===== config.mk =====
export PLATFORM = sky130hd
export DESIGN_NAME = lbp_window_sched
export DESIGN_NICKNAME = d
export VERILOG_FILES = /design/src/rtl/lbp_window_sched.sv
export SDC_FILE = /design/constraint.sdc
export NUM_CORES = 1
export LEC_CHECK = 0
export BUFFER_PORTS_ARGS = -buffer_cell sky130_fd_sc_hd__buf_2
export CAP_MARGIN = 0
export CELL_PAD_IN_SITES_DETAIL_PLACEMENT = 1
export CELL_PAD_IN_SITES_GLOBAL_PLACEMENT = 2
export CORE_AREA = 2 2 89 91
export CTS_BUF_LIST = sky130_fd_sc_hd__clkbuf_4
export CTS_CLUSTER_SIZE = 40
export DETAILED_ROUTE_END_ITERATION = 8
export DIE_AREA = 0 0 91 93
export PLACE_DENSITY = 0.92
export SYNTH_ARGS = -nofsm -noshare
export SYNTH_HDL_FRONTEND = slang
export SYNTH_SLANG_ARGS = --single-unit
export TNS_END_PERCENT = 20

===== constraint.sdc =====
create_clock -name clk -period 3.35 [get_ports clk]
set_input_delay 0.1675 -clock clk [delete_from_list [all_inputs] [get_ports clk]]
set_output_delay 0.1675 -clock clk [all_outputs]
set_load 0.02 [all_outputs]

===== src/rtl/lbp_window_sched.sv =====
// ---------------------------------------------------------------------------
// lbp_window_sched
//
// Address scheduler for a 3x3 LBP window scan over a square grayscale image
// of side 2**SIDE_LOG2 pixels.  Every interior pixel becomes a window centre
// once, in raster order.  The first window of each row is fetched in full
// (9 reads).  Every later window in that row reuses the previous one: the
// datapath shifts its columns left and only the new right-hand column
// (slots 2, 5, 8) is fetched.
//
// Ports
//   clk         single clock, rising edge
//   reset       asynchronous, active-low reset
//   gray_ready  image memory available (level); stalls issue while low
//   gray_req    read request, gray_addr valid while high
//   gray_addr   read address {row, col}; holds the last issued address
//               whenever no read is being issued
//   pix_we      returned pixel valid this cycle (issue delayed one cycle)
//   pix_idx     window slot 0..8 of the returned pixel
//   win_shift   one-cycle pulse telling the datapath to shift columns left
//   win_valid   complete window available, held until dp_ready
//   dp_ready    datapath accepts the window
//   ctr_addr    centre pixel address {r, c}, valid with win_valid
//   finish      sticky frame-done flag
// ---------------------------------------------------------------------------
module lbp_window_sched #(
    parameter int SIDE_LOG2 = 7
) (
    input  logic                   clk,
    input  logic                   reset,
    input  logic                   gray_ready,
    output logic                   gray_req,
    output logic [2*SIDE_LOG2-1:0] gray_addr,
    output logic                   pix_we,
    output logic [3:0]             pix_idx,
    output logic                   win_shift,
    output logic                   win_valid,
    input  logic                   dp_ready,
    output logic [2*SIDE_LOG2-1:0] ctr_addr,
    output logic                   finish
);

    // Last interior row/column index (126 for a 128x128 image).
    localparam logic [SIDE_LOG2-1:0] LAST = SIDE_LOG2'((1 << SIDE_LOG2) - 2);
    localparam logic [SIDE_LOG2-1:0] ONE  = SIDE_LOG2'(1);

    typedef enum logic [2:0] {
        IDLE,
        ROW_FILL,
        COL_FILL,
        DRAIN,
        EMIT,
        DONE
    } state_t;

    state_t                   state;
    state_t                   state_nxt;
    logic [SIDE_LOG2-1:0]     r;
    logic [SIDE_LOG2-1:0]     c;
    logic [3:0]               k;
    logic [2*SIDE_LOG2-1:0]   addr_hold;
    logic [SIDE_LOG2-1:0]     dy;
    logic [SIDE_LOG2-1:0]     dx;
    logic [SIDE_LOG2-1:0]     row_a;
    logic [SIDE_LOG2-1:0]     col_a;
    logic                     filling;
    logic                     issue;
    logic                     last_slot;

    assign filling   = (state == ROW_FILL) || (state == COL_FILL);
    assign issue     = filling && gray_ready;
    assign last_slot = (k == 4'd8);

    // Split slot index k = 3*dy + dx into its row and column offsets.
    always_comb begin
        dy = '0;
        dx = '0;
        case (k)
            4'd0, 4'd1, 4'd2: dy = SIDE_LOG2'(0);
            4'd3, 4'd4, 4'd5: dy = SIDE_LOG2'(1);
            default:          dy = SIDE_LOG2'(2);
        endcase
        case (k)
            4'd0, 4'd3, 4'd6: dx = SIDE_LOG2'(0);
            4'd1, 4'd4, 4'd7: dx = SIDE_LOG2'(1);
            default:          dx = SIDE_LOG2'(2);
        endcase
    end

    // The window's top-left corner is (r-1, c-1); r and c are never 0 while
    // a read is issued, so these subtractions stay in range.
    assign row_a = r + dy - ONE;
    assign col_a = c + dx - ONE;

    // A stalled or idle cycle keeps showing the last issued address, so the
    // bus only changes when a new read actually goes out.
    assign gray_addr = issue ? {row_a, col_a} : addr_hold;

    // FSM state register.
    always_ff @(posedge clk or negedge reset) begin
        if (!reset) begin
            state <= IDLE;
        end else begin
            state <= state_nxt;
        end
    end

    // Next-state logic and the state-decoded outputs.
    always_comb begin
        state_nxt = state;
        gray_req  = 1'b0;
        win_shift = 1'b0;
        win_valid = 1'b0;
        finish    = 1'b0;
        ctr_addr  = '0;
        case (state)
            IDLE: begin
                if (gray_ready) begin
                    state_nxt = ROW_FILL;
                end
            end
            ROW_FILL, COL_FILL: begin
                gray_req = issue;
                // Slot 2 is the first new column read of a reused window;
                // the datapath must shift before that pixel lands.
                win_shift = issue && (state == COL_FILL) && (k == 4'd2);
                if (issue && last_slot) begin
                    state_nxt = DRAIN;
                end
            end
            DRAIN: begin
                state_nxt = EMIT;
            end
            EMIT: begin
                win_valid = 1'b1;
                ctr_addr  = {r, c};
                if (dp_ready) begin
                    if (c != LAST) begin
                        state_nxt = COL_FILL;
                    end else if (r != LAST) begin
                        state_nxt = ROW_FILL;
                    end else begin
                        state_nxt = DONE;
                    end
                end
            end
            DONE: begin
                finish = 1'b1;
            end
            default: begin
                state_nxt = IDLE;
            end
        endcase
    end

    // Scan counters, slot counter, address hold and the one-cycle return
    // pipeline.  Reset clears the return stage so a read in flight at abort
    // never produces a pix_we.
    always_ff @(posedge clk or negedge reset) begin
        if (!reset) begin
            r         <= '0;
            c         <= '0;
            k         <= '0;
            addr_hold <= '0;
            pix_we    <= 1'b0;
            pix_idx   <= '0;
        end else begin
            pix_we    <= gray_req;
            pix_idx   <= k;
            addr_hold <= gray_addr;
            case (state)
                IDLE: begin
                    if (gray_ready) begin
                        r <= ONE;
                        c <= ONE;
                        k <= 4'd0;
                    end
                end
                ROW_FILL: begin
                    if (issue && !last_slot) begin
                        k <= k + 4'd1;
                    end
                end
                COL_FILL: begin
                    if (issue && !last_slot) begin
                        k <= k + 4'd3;
                    end
                end
                EMIT: begin
                    if (dp_ready) begin
                        if (c != LAST) begin
                            c <= c + ONE;
                            k <= 4'd2;
                        end else if (r != LAST) begin
                            r <= r + ONE;
                            c <= ONE;
                            k <= 4'd0;
                        end
                    end
                end
                default: begin
                end
            endcase
        end
    end

endmodule


# After elaboration in Yosys (flattened, before gate mapping)
# Index checks and enable logic that the tools add are counted.
[word_totals]
out_inout_bits = 37
elab_cells = 89
input_bits = 4
reg_bits = 40
[classes]
n_eq_ne = 23
n_addsub = 8
bitwise = 1
muxes = 30
reduce_logical = 20
[ops]
columns = ["op", "n"]
rows = [
  ["$mux 7", 7],
  ["$mux 14", 2],
  ["$pmux 7 s2", 2],
  ["$mux 4", 6],
  ["$eq 4x3->1 const B", 4],
  ["$pmux 4 s4", 1],
  ["$mux 3", 5],
  ["$pmux 3 s5", 1],
  ["$add 7x1->7 const B", 2],
  ["$add 7x7->7", 2],
  ["$ne 7x7->1 const B", 2],
  ["$sub 7x1->7 const B", 2],
  ["$reduce_or 3->1", 4],
  ["$ne 2x2->1 const B", 5],
  ["$eq 4x2->1 const B", 2],
  ["$pmux 2 s2", 2],
  ["$reduce_and 4->1", 2],
  ["$eq 3x2->1 const B", 2],
  ["$eq 3x3->1 const B", 2],
  ["$reduce_and 6->1", 1],
  ["$logic_and 1x1->1", 5],
  ["$reduce_and 5->1", 1],
  ["$add 4x1->4 const B", 1],
  ["$add 4x2->4 const B", 1],
  ["14 further kinds", 18],
]

# Logic depth before layout (Yosys ltp)
# Gate-level depths: netlist (run 1).
[logic_depth]
depth_word = 6
depth_mapped = 13
depth_no_buf = 13

# Worst setup path before layout (run 1)
# Ideal clock, no wire load.
[synth_timing]
path_type = "reg-to-reg"
start = "register k[1]"
end = "register addr_hold[5]"
arrival_time_ns = 2.600
path_stages_with_launch = 12
setup_time_ns = 0.186
n_path_buf = 0
slack_ns = 0.564
required_ns = 3.164
synth_period_minus_slack_ns = 2.786
cell_sequence = "dfrtp_1 nand2b_1 nand2_1 a21oi_1 ha_1 inv_1 ha_1 fa_1 a21o_1 a21oi_1 xor2_1 o21ai_0"
[synth_between]
elab_chain_cells = 6
elab_cells_between_ends = 12
classes_between = "add/sub: 2; eq/ne: 5; mux: 2; reduce/logical: 3"
[synth_lines]
columns = ["element", "line_no", "source"]
rows = [
  ["from (decl)", "60", "logic [3:0] k;"],
  ["from (signal assigned)", "181", "k <= k + 4'd1;"],
  ["from (signal assigned)", "186", "k <= k + 4'd3;"],
  ["$eq 4x1->1, or another cell as far along", "83", "case (k)"],
  ["$reduce_or 3->1", "83", ""],
  ["$pmux 2 s2 *", "83", ""],
  ["$add 7x7->7 *", "93", "assign col_a = c + dx - ONE;"],
  ["$sub 7x1->7 *", "93", ""],
  ["$mux 14 *", "97", "assign gray_addr = issue ? {row_a, col_a} : addr_hold;"],
  ["net gray_addr[5]", "33", "output logic [2*SIDE_LOG2-1:0] gray_addr,"],
  ["to (signal assigned)", "170", "addr_hold <= gray_addr;"],
  ["to (decl)", "61", "logic [2*SIDE_LOG2-1:0] addr_hold;"],
]
# The timed path passes the listed nets; every way through them passes the cells marked *.
# A chain may end at the register's enable or synchronous reset.

# Final worst setup path (run 1)
[layout_timing]
start = "register k[2]"
end = "output port gray_addr[12]"
[layout_between]
elab_chain_cells = 6
elab_cells_between_ends = 12
classes_between = "add/sub: 2; eq/ne: 5; mux: 2; reduce/logical: 3"
[layout_lines]
columns = ["element", "line_no", "source"]
rows = [
  ["$eq 4x3->1, or another cell as far along", "78", "case (k)"],
  ["$reduce_or 3->1", "78", ""],
  ["$pmux 2 s2 *", "78", ""],
  ["$add 7x7->7 *", "92", "assign row_a = r + dy - ONE;"],
  ["$sub 7x1->7 *", "92", ""],
  ["$mux 14 *", "97", ""],
  ["to (decl)", "33", ""],
]
# Mark *: on every way between the ends. The rest lies on a longest branch, timed or not.

==> results.py, run 1 <==
metrics = {
    "outcome": {
        "status": "complete, no violations",
    },
    "clock_network": {
        "htree_levels": 2,
        "cts_buffers": 5,
        "cts_num_sinks": 40,
        "cts_tree": "yes",
        "clock_path_buffers": 2,
        "worst_skew_pair.late_latency_ns": 0.35,
        "root_buffer": "clkbuf_4",
        "clk_pin_slew_worst_paths_ns": 0.13,
    },
    "synthesis": {
        "avgSynthCellArea_um2": 9.07,
        "async_flop_share_pct": 100,
        "syn_area_um2": 2640,
        "synth-seq-area-share_pct": 37.9,
        "netlist_instances": 291,
        "synth_cell_type_count": 47,
        "yosysWarnings": 0,
        "synth.largest_area_cell": "dfrtp_1",
        "synth_area_leaders": "dfrtp_1, ha_1, nand2_1",
        "yosys-top-cells-count": "dfrtp_1, nand2_1, inv_1",
        "ys_seq_elements": 40,
        "synth.most_common_cell": "dfrtp_1",
        "ys.flop_type": "dfrtp_1",
        "synth_edf_count": 0,
        "synth_fp_nets": 323,
        "synth.top_cell.area_share_pct": 37.9,
    },
    "worst_setup_path": {
        "path_max_fanout": 6,
        "endpoint_kind": "output pin",
        "cp_data_required_time_ns": 3.18,
        "critical_path.startpoint_type": "flop",
        "crit_arrival_ns": 2.96,
        "critPathKind": "reg2out",
    },
    "worst_hold_path": {
        "hold_path.class": "in2reg",
    },
    "layout": {
        "final_cell_area_um2": 3040,
        "nNetsFinal": 366,
        "n_antenna_cell": 0,
        "drive_above_1_share_pct": 19.4,
        "area_growth_pct": 15.1,
        "utilization_pct": 40.4,
        "nFillCells": 932,
    },
    "floorplan": {
        "die_area_um2": 8460,
        "ios": 41,
        "initial_core_util_pct": 35.1,
        "dieWidth_um": 91,
        "chipHeight_um": 93,
        "rows": 32,
        "core_region_area_um2": 7530,
    },
    "timing": {
        "slew_viol_final": 0,
        "fin_skew_ns": 0.00876,
        "worst_slew_pin_slew_ns": 0.944,
        "finalHoldViolations": 0,
        "slew_headroom_pct": 37.1,
        "setup_viol": 0,
        "finalCriticalPeriod_ns": 3.13,
        "period_share_pct": 93.4,
        "max_freq_mhz": 320,
    },
    "route": {
        "vias_per_cell": 5.10,
        "drt_first_pass_iters": 4,
        "wirelength_um": 6600,
        "drt_iter0_drc": 88,
        "num_vias": 2229,
        "wire_per_inst_um": 15.1,
        "drcViolationCount": 0,
        "drtAntennaViolNets": 0,
    },
    "global_routing": {
        "grt_max_degree": 41,
        "grt_pass1_wl_um": 11300,
        "antenna_found_initial": 0,
        "grtUsageTotal_pct": 16.5,
        "grt-ovfl-total": 0,
        "grt_pass1_vias": 2280,
    },
    "power_and_ir_drop": {
        "pwr_density_cell_nw_per_um2": 961,
        "vdd_drop_max_uv": 250,
        "finalPower_uw": 2920,
        "leakage_uw": 0.00146,
    },
    "run": {
        "cap_violations": 0,
    },
    "placed_design": {
        "place_area_um2": 2910,
        "gp_congestion": 0.837,
        "dp_hpwl_um": 4920,
        "portBuffers": 40,
    },
}
==> repair_timing <==
item / 4_1_cts / 5_1_grt
hold endpoints to repair: 40 / 0
buffers inserted: 0 / 5
hold buffers: 1 / 0
endpoints found under the setup margin: 0 / 3
resized for setup: 0 / 6
==> worst paths after layout <==
path / start / endpoint / slack [ns] / cells after the start
worst max-delay path: k[2] / gray_addr[12] / 0.22 / 14
worst min-delay path: dp_ready / state[1] / 0.13 / 3
worst max register to register: k[2] / addr_hold[12] / 0.75 / 14
worst min register to register: addr_hold[2] / addr_hold[2] / 0.49 / 2
max in group asynchronous: reset / k[0] / 2.24 / 2
min in group asynchronous: reset / addr_hold[4] / 0.47 / 2
==> cell families (layout without fill, tap and decap cells) <==
| logic type | after synthesis | after routing | share of synthesized area (%) |
|---|---|---|---|
| and+or+nand+nor | 96 | 96 | 18.2 |
| AOI/OAI and AO/OA | 76 | 76 | 18.6 |
| DFF | 40 | 40 | 37.9 |
| buffers and inverters | 38 | 82 | 6.63 |
| adders and majority gates | 28 | 28 | 14.1 |
| xor gates and xnor gates | 9 | 9 | 2.99 |
| muxes | 4 | 4 | 1.56 |
==> metal layers <==
metal / global-route usage, % / vias up / part of all wire, %
met3: 2.42 / 6 / 2.4
met5: 0 / - / 0
li1: - / 1111 / -
met2: 28.5 / 31 / 49
met1: 21.7 / 1081 / 47
met4: 4.17 / 0 / 1.0
==> metrics by stage <==
stage          cells  hold WS (ns)  worst slack, ns  setup TNS (ns)
2_1_floorplan    291        -0.128            0.564               0
3_3_place_gp     423         0.357            0.621               0
3_5_place_dp     423         0.371            0.524               0
4_1_cts          432         0.112           0.0933               0
5_1_grt          437         0.164          -0.0217         -0.0217
6_report         437         0.133            0.221               0
==> power by group <==
group / internal [uW] / switching (uW)
Sequential: 663 / 158
Combinational: 695 / 1080
Clock: 156 / 172
Total: 1510 / 1410
==> state kept, by name (all words and copies together), names as in the netlist <==
name and cells:
r 7, pix_we 1, k 4, pix_idx 4, state 3, addr_hold 14, c 7
==> cells in the final DEF, fill, tap and decap left out, drive strengths merged, types with 3 or more instances in the layout <==
cell / n
nand4: 3
mux2i: 3
a21oi: 16
or4: 6
nor3: 4
o22ai: 4
clkbuf: 5
xor2: 7
ha: 25
nor2: 21
nand2: 35
nand2b: 7
o21ai: 25
buf: 47
o41ai: 3
a21o: 3
inv: 26
fa: 3
nand3: 8
o31ai: 10
dfrtp: 40
o211ai: 3
==> layout make-up <==
class,count,area (um2),share of cell area (%)
multi-input cells,213,1470,48.3
flip-flops and latches,40,1000,33.1
repair buffers,48,263,8.65
well taps,102,128,4.20
inverters,26,97.6,3.21
clock inverters,3,42.5,1.40
clock buffers,5,37.5,1.24
==> worst max-delay path, cell delays in order (launching register included) <==
cell	delay, ns
dfrtp_2	0.47
inv_2	0.09
nand3_1	0.06
o21ai_0	0.09
nand2b_1	0.10
ha_1	0.18
inv_1	0.06
ha_2	0.19
inv_1	0.05
fa_1	0.39
nor2b_1	0.13
o21ai_0	0.10
nor3b_1	0.15
o31ai_1	0.30
buf_2	0.22
Power figures use the tool's default switching activity.
==> run 2: changes to the inputs <==
--- a/config.mk
+++ b/config.mk
@@ -15,6 +15,7 @@
 export DETAILED_ROUTE_END_ITERATION = 8
 export DIE_AREA = 0 0 91 93
 export PLACE_DENSITY = 0.92
+export REMOVE_ABC_BUFFERS = 1
 export SYNTH_ARGS = -nofsm -noshare
 export SYNTH_HDL_FRONTEND = slang
 export SYNTH_SLANG_ARGS = --single-unit
==> run 2 against run 1 <==
  * Flip-flop and latch count unchanged
  * Critical path depth is 2 lower
  * Power fell by 3.9%
  * Sequential power increased by 1%
  * Via count barely moved
  * Combinational power is 3% lower
  * Global-route usage decreased by 0.18 points
  * Critical path type unchanged
==> results.py, run 2 (synthesized netlist as in run 1, its figures left out) <==
metrics = {
    "timing": {
        "setup_viol": 0,
        "setup_slack_ns": 0.187,
        "slew_headroom_pct": 38.5,
        "period_share_pct": 94.4,
        "tns_ns": 0,
        "rsz0062_at_grt": "yes",
        "slew_viol_final": 0,
        "finalCriticalPeriod_ns": 3.16,
        "fin_skew_ns": 0.0150,
        "finalHoldViolations": 0,
        "max_freq_mhz": 316,
        "worst_slew_pin_slew_ns": 0.923,
    },
    "placed_design": {
        "portBuffers": 40,
        "dp_hpwl_um": 4880,
        "place_ws_ns": 0.531,
        "gp_congestion": 0.833,
    },
    "route": {
        "drt_first_pass_iters": 4,
        "drcViolationCount": 0,
        "vias_per_cell": 5.11,
        "drt_iter0_drc": 72,
        "drtAntennaViolNets": 0,
        "wirelength_um": 6560,
        "wire_per_inst_um": 15.0,
        "num_vias": 2230,
    },
    "floorplan": {
        "rows": 32,
        "dieWidth_um": 91,
        "die_area_um2": 8460,
        "initial_core_util_pct": 35.1,
        "chipHeight_um": 93,
        "core_region_area_um2": 7530,
        "ios": 41,
    },
    "clock_network": {
        "clk_pin_slew_worst_paths_ns": 0.13,
        "root_buffer": "clkbuf_4",
        "cts_num_sinks": 40,
        "cts_tree": "yes",
        "clock_path_buffers": 2,
        "cts_buffers": 5,
        "worst_skew_pair.late_latency_ns": 0.35,
        "htree_levels": 2,
    },
    "global_routing": {
        "grt_max_degree": 41,
        "grt_pass1_wl_um": 11100,
        "grt_pass1_vias": 2258,
        "grt-ovfl-total": 0,
        "antenna_found_initial": 1,
        "grtUsageTotal_pct": 16.3,
    },
    "power_and_ir_drop": {
        "pwr-share-comb_pct": 61.1,
        "p_clk_share_pct": 9.3,
        "finalPower_uw": 2810,
        "p_sw_share_pct": 49.2,
        "p_seq_share_pct": 29.6,
        "net-switching-power_uw": 1380,
        "leakage_uw": 0.00145,
        "vdd_drop_max_uv": 221,
        "pwr_density_cell_nw_per_um2": 934,
        "p_int_uw": 1430,
    },
    "worst_setup_path": {
        "slowest_stage": "dfrtp_2",
        "path_max_fanout": 11,
        "endpoint_kind": "output pin",
        "critPathKind": "reg2out",
        "crit_arrival_ns": 3.00,
        "max_stage_delay_ns": 0.51,
        "critical_path.startpoint_type": "flop",
        "cp_data_required_time_ns": 3.18,
        "cp_cell_sequence": "nand2b_1, nand2_1, a21oi_1, ha_1, inv_1, ha_1, fa_1, a21o_1, a21oi_1, xor2_1, o21ai_0, buf_2",
        "reg2regPathDepth": 11,
    },
    "layout": {
        "utilization_pct": 39.9,
        "nFillCells": 933,
        "nNetsFinal": 364,
        "regMostFlops": "addr_hold",
        "multi_input_area_um2": 1470,
        "top_regs": "addr_hold (14), c (7), r (7)",
        "area_growth_pct": 13.8,
        "largest_reg_flops": 14,
        "seqCellArea_um2": 1000,
        "final_cell_mix": "buf_2, dfrtp_1, nand2_1",
        "mostFrequentLayoutCell": "buf_2",
        "drive_above_1_share_pct": 18.3,
    },
    "worst_hold_path": {
        "hold_path.class": "in2reg",
        "hold_depth": 3,
    },
    "run": {
        "cap_violations": 0,
    },
    "outcome": {
        "status": "complete, no violations",
    },
}
-- run 2: layout make-up --
type                    instances  area share (%)
inverters                      26            3.25
multi-input cells             213            48.9
well taps                     102            4.25
clock buffers                   7            1.75
diodes                          1          0.0833
repair buffers                 46            8.25
flip-flops and latches         40            33.4
clock inverters                 1           0.125
-- run 2: final timing paths --
check | endpoint | startpoint | slack [ns]
max | gray_addr[5] | k[1] | 0.19
min in group asynchronous | r[5] | reset | 0.47
min | state[1] | dp_ready | 0.16
min reg2reg | addr_hold[12] | addr_hold[12] | 0.49
max reg2reg | addr_hold[5] | k[1] | 0.80
max in group asynchronous | k[0] | reset | 2.23
-- run 2: per-layer routing --
| metal | part of all wire, % | vias up | global-route usage [%] | routed length, um |
|---|---|---|---|---|
| li1 | - | 1116 | - | - |
| met1 | 48 | 1076 | 22.0 | 3170 |
| met2 | 48 | 33 | 27.0 | 3130 |
| met3 | 2.7 | 5 | 2.58 | 175 |
| met4 | 1.3 | 0 | 4.92 | 84 |
| met5 | 0 | - | 0 | 0 |
-- run 2: power groups by stage --
| stage | clock, uW | sequential, uW | combinational, uW |
|---|---|---|---|
| detailed placement | 0 | 839 | 1710 |
| floorplan | 0 | 825 | 1180 |
| global route | 290 | 860 | 1940 |
| CTS | 273 | 827 | 1720 |
| global placement | 0 | 825 | 1670 |
| finish | 262 | 831 | 1710 |
-- run 2: metrics by stage --
step / cells / hold slack (ns) / instance area, um2
CTS: 432 / 0.155 / 2970
global route: 436 / 0.173 / 3000
global placement: 423 / 0.369 / 2910
detailed placement: 423 / 0.374 / 2910
finish: 436 / 0.156 / 3000
floorplan: 279 / -0.128 / 2560
-- run 2: critical path, delay by kind of cell, from the launching register on --
kind            cells  cell delay (ns)
compound gates      4             0.60
simple gates        2             0.29
xor+xnor            1             0.08
fa+ha+maj           3             0.91
buf+inv             2             0.25
flops               1             0.51
-- run 2: repair_timing --
action / CTS / global route
hold endpoints to repair: 40 / 0
setup buffers: 0 / 3
hold buffers: 1 / 0
setup endpoints to repair: 0 / 3
gates resized for setup: 0 / 4
==> run 3: changes to the inputs <==
--- a/config.mk
+++ b/config.mk
@@ -9,12 +9,12 @@
 export CAP_MARGIN = 0
 export CELL_PAD_IN_SITES_DETAIL_PLACEMENT = 1
 export CELL_PAD_IN_SITES_GLOBAL_PLACEMENT = 2
-export CORE_AREA = 2 2 89 91
+export CORE_AREA = 2 2 86 88
 export CTS_BUF_LIST = sky130_fd_sc_hd__clkbuf_4
 export CTS_CLUSTER_SIZE = 40
 export DETAILED_ROUTE_END_ITERATION = 8
-export DIE_AREA = 0 0 91 93
-export PLACE_DENSITY = 0.92
+export DIE_AREA = 0 0 88 90
+export PLACE_DENSITY = 0.95
 export REMOVE_ABC_BUFFERS = 1
 export SYNTH_ARGS = -nofsm -noshare
 export SYNTH_HDL_FRONTEND = slang
==> constraint.sdc (replaced) <==
create_clock -name clk -period 3.89 [get_ports clk]
set_input_delay 0.1945 -clock clk [delete_from_list [all_inputs] [get_ports clk]]
set_output_delay 0.1945 -clock clk [all_outputs]
set_load 0.02 [all_outputs]
==> run 3 against run 2 <==
  * Via count rose by 1.7%
  * Hold slack gained 0.022 ns
  * Combinational power decreased by 14%
  * Clock skew about the same
  * Critical path type unchanged
  * Largest cell class unchanged
==> results.py, run 3 (synthesized netlist as in run 1, its figures left out) <==
metrics = {
    "power_and_ir_drop": {
        "vdd_drop_max_uv": 182,
        "leakage_uw": 0.00143,
        "pwr_density_cell_nw_per_um2": 811,
    },
    "global_routing": {
        "antenna_found_initial": 0,
        "grt_max_degree": 41,
        "grt_pass1_wl_um": 11200,
        "grt_pass1_vias": 2317,
        "grt-ovfl-total": 0,
        "grtUsageTotal_pct": 17.5,
    },
    "route": {
        "wirelength_um": 6670,
        "drtAntennaViolNets": 0,
        "drt_first_pass_iters": 4,
        "drcViolationCount": 0,
        "num_vias": 2268,
        "drt_iter0_drc": 46,
        "vias_per_cell": 5.30,
        "wire_per_inst_um": 15.6,
    },
    "floorplan": {
        "ios": 41,
        "core_region_area_um2": 7020,
        "dieWidth_um": 88,
        "chipHeight_um": 90,
        "die_area_um2": 7920,
        "initial_core_util_pct": 37.6,
        "rows": 31,
    },
    "layout": {
        "drive_above_1_share_pct": 16.1,
        "regMostFlops": "addr_hold",
        "instances_no_fill": 428,
        "area_growth_pct": 11.9,
        "largest_reg_flops": 14,
        "final_cell_mix": "dfrtp_1, buf_2, nand2_1",
        "top_regs": "addr_hold (14), c (7), r (7)",
        "n_antenna_cell": 0,
        "nNetsFinal": 360,
    },
    "placed_design": {
        "dp_hpwl_um": 4960,
        "gp_congestion": 0.771,
        "portBuffers": 40,
        "place_inst": 419,
    },
    "worst_setup_path": {
        "worst-path-buf-inv": 4,
        "crit_family": "adder cells",
        "crit_arrival_ns": 3.07,
        "crit_top_cell": "inv_1",
        "critPathKind": "reg2out",
        "endpoint_kind": "output pin",
        "slowest_stage": "dfrtp_1",
        "critical_path.startpoint_type": "flop",
        "r2r_setup_slack_ns": 1.26,
        "cp_cell_sequence": "inv_1, o21ai_0, nand2b_1, ha_1, inv_1, ha_1, inv_1, fa_1, nor2b_1, o21ai_0, nor3b_1, o31ai_1, buf_2",
        "max_stage_delay_ns": 0.52,
        "cp_data_required_time_ns": 3.70,
        "path_max_fanout": 9,
    },
    "timing": {
        "setup_viol": 0,
        "max_freq_mhz": 306,
        "fin_skew_ns": 0.0145,
        "finalHoldViolations": 0,
        "hold_slack_ns": 0.178,
        "slew_viol_final": 0,
        "slew_headroom_pct": 36.7,
        "rsz0062_at_grt": "no",
        "tns_ns": 0,
        "worst_slew_pin_slew_ns": 0.950,
        "period_share_pct": 84.0,
        "finalCriticalPeriod_ns": 3.27,
    },
    "clock_network": {
        "worst_skew_pair.late_latency_ns": 0.36,
        "htree_levels": 2,
        "cts_buffers": 5,
        "cts_tree": "yes",
        "clk_pin_slew_worst_paths_ns": 0.13,
        "clock_path_buffers": 2,
        "post_cts_resized": 0,
        "cts_num_sinks": 40,
        "root_buffer": "clkbuf_4",
    },
    "outcome": {
        "status": "complete, no violations",
    },
    "worst_hold_path": {
        "hold_path.class": "in2reg",
    },
    "run": {
        "cap_violations": 0,
    },
}
run 3: final timing paths:
kind | cells past startpoint | from | to
max in group asynchronous | 2 | reset | addr_hold[5]
min in group asynchronous | 2 | reset | r[5]
worst min-delay path | 3 | dp_ready | state[1]
worst max-delay path | 13 | k[2] | gray_addr[12]
worst min register to register | 2 | addr_hold[8] | addr_hold[8]
worst max register to register | 4 | state[2] | k[3]
run 3: routing by layer:
metal / vias to the layer above / GRT usage (%) / wire length (um)
li1: 1100 / - / -
met1: 1120 / 24.5 / 3170
met2: 38 / 27.5 / 3200
met3: 10 / 3.03 / 191
met4: 0 / 5.26 / 112
met5: - / 0 / 0
run 3: layout make-up:
cell class | count | area (um2)
fillers | 851 | 4070
multi-input cells | 213 | 1460
flip-flops and latches | 40 | 1000
repair buffers | 42 | 218
well taps | 99 | 124
inverters | 26 | 97.6
clock buffers | 5 | 37.5
clock inverters | 3 | 13.8
run 3: power breakdown:
part	switching, uW	total [uW]	internal, uW	leakage [uW]
Combinational	915	1470	557	0.000887
Sequential	144	712	567	0.000510
Clock	147	213	66.6	0.0000324
run 3: repair_timing:
action | CTS | global route
hold endpoints to repair | 12 | 0
setup endpoints to repair | 0 | 0
hold buffers | 1 | 0
setup buffers | 0 | 0
run 3: worst reg2reg max path, cell delays in order, from the launching register on:
cell and delay, ns:
dfrtp_1 0.58, or3b_1 0.78, nor3_4 0.77, or4_1 0.25, mux2i_1 0.19
run 3: through the flow:
step | utilization [%] | setup WS [ns] | instance area [um2] | power (uW)
finish | 42.1 | 0.624 | 2960 | 2400
global route | 42.1 | 0.373 | 2960 | 2630
CTS | 42.1 | 0.626 | 2960 | 2420
detailed placement | 41.2 | 1.04 | 2890 | 2200
global placement | 41.2 | 1.11 | 2890 | 2120
floorplan | - | 1.10 | 2560 | 1730
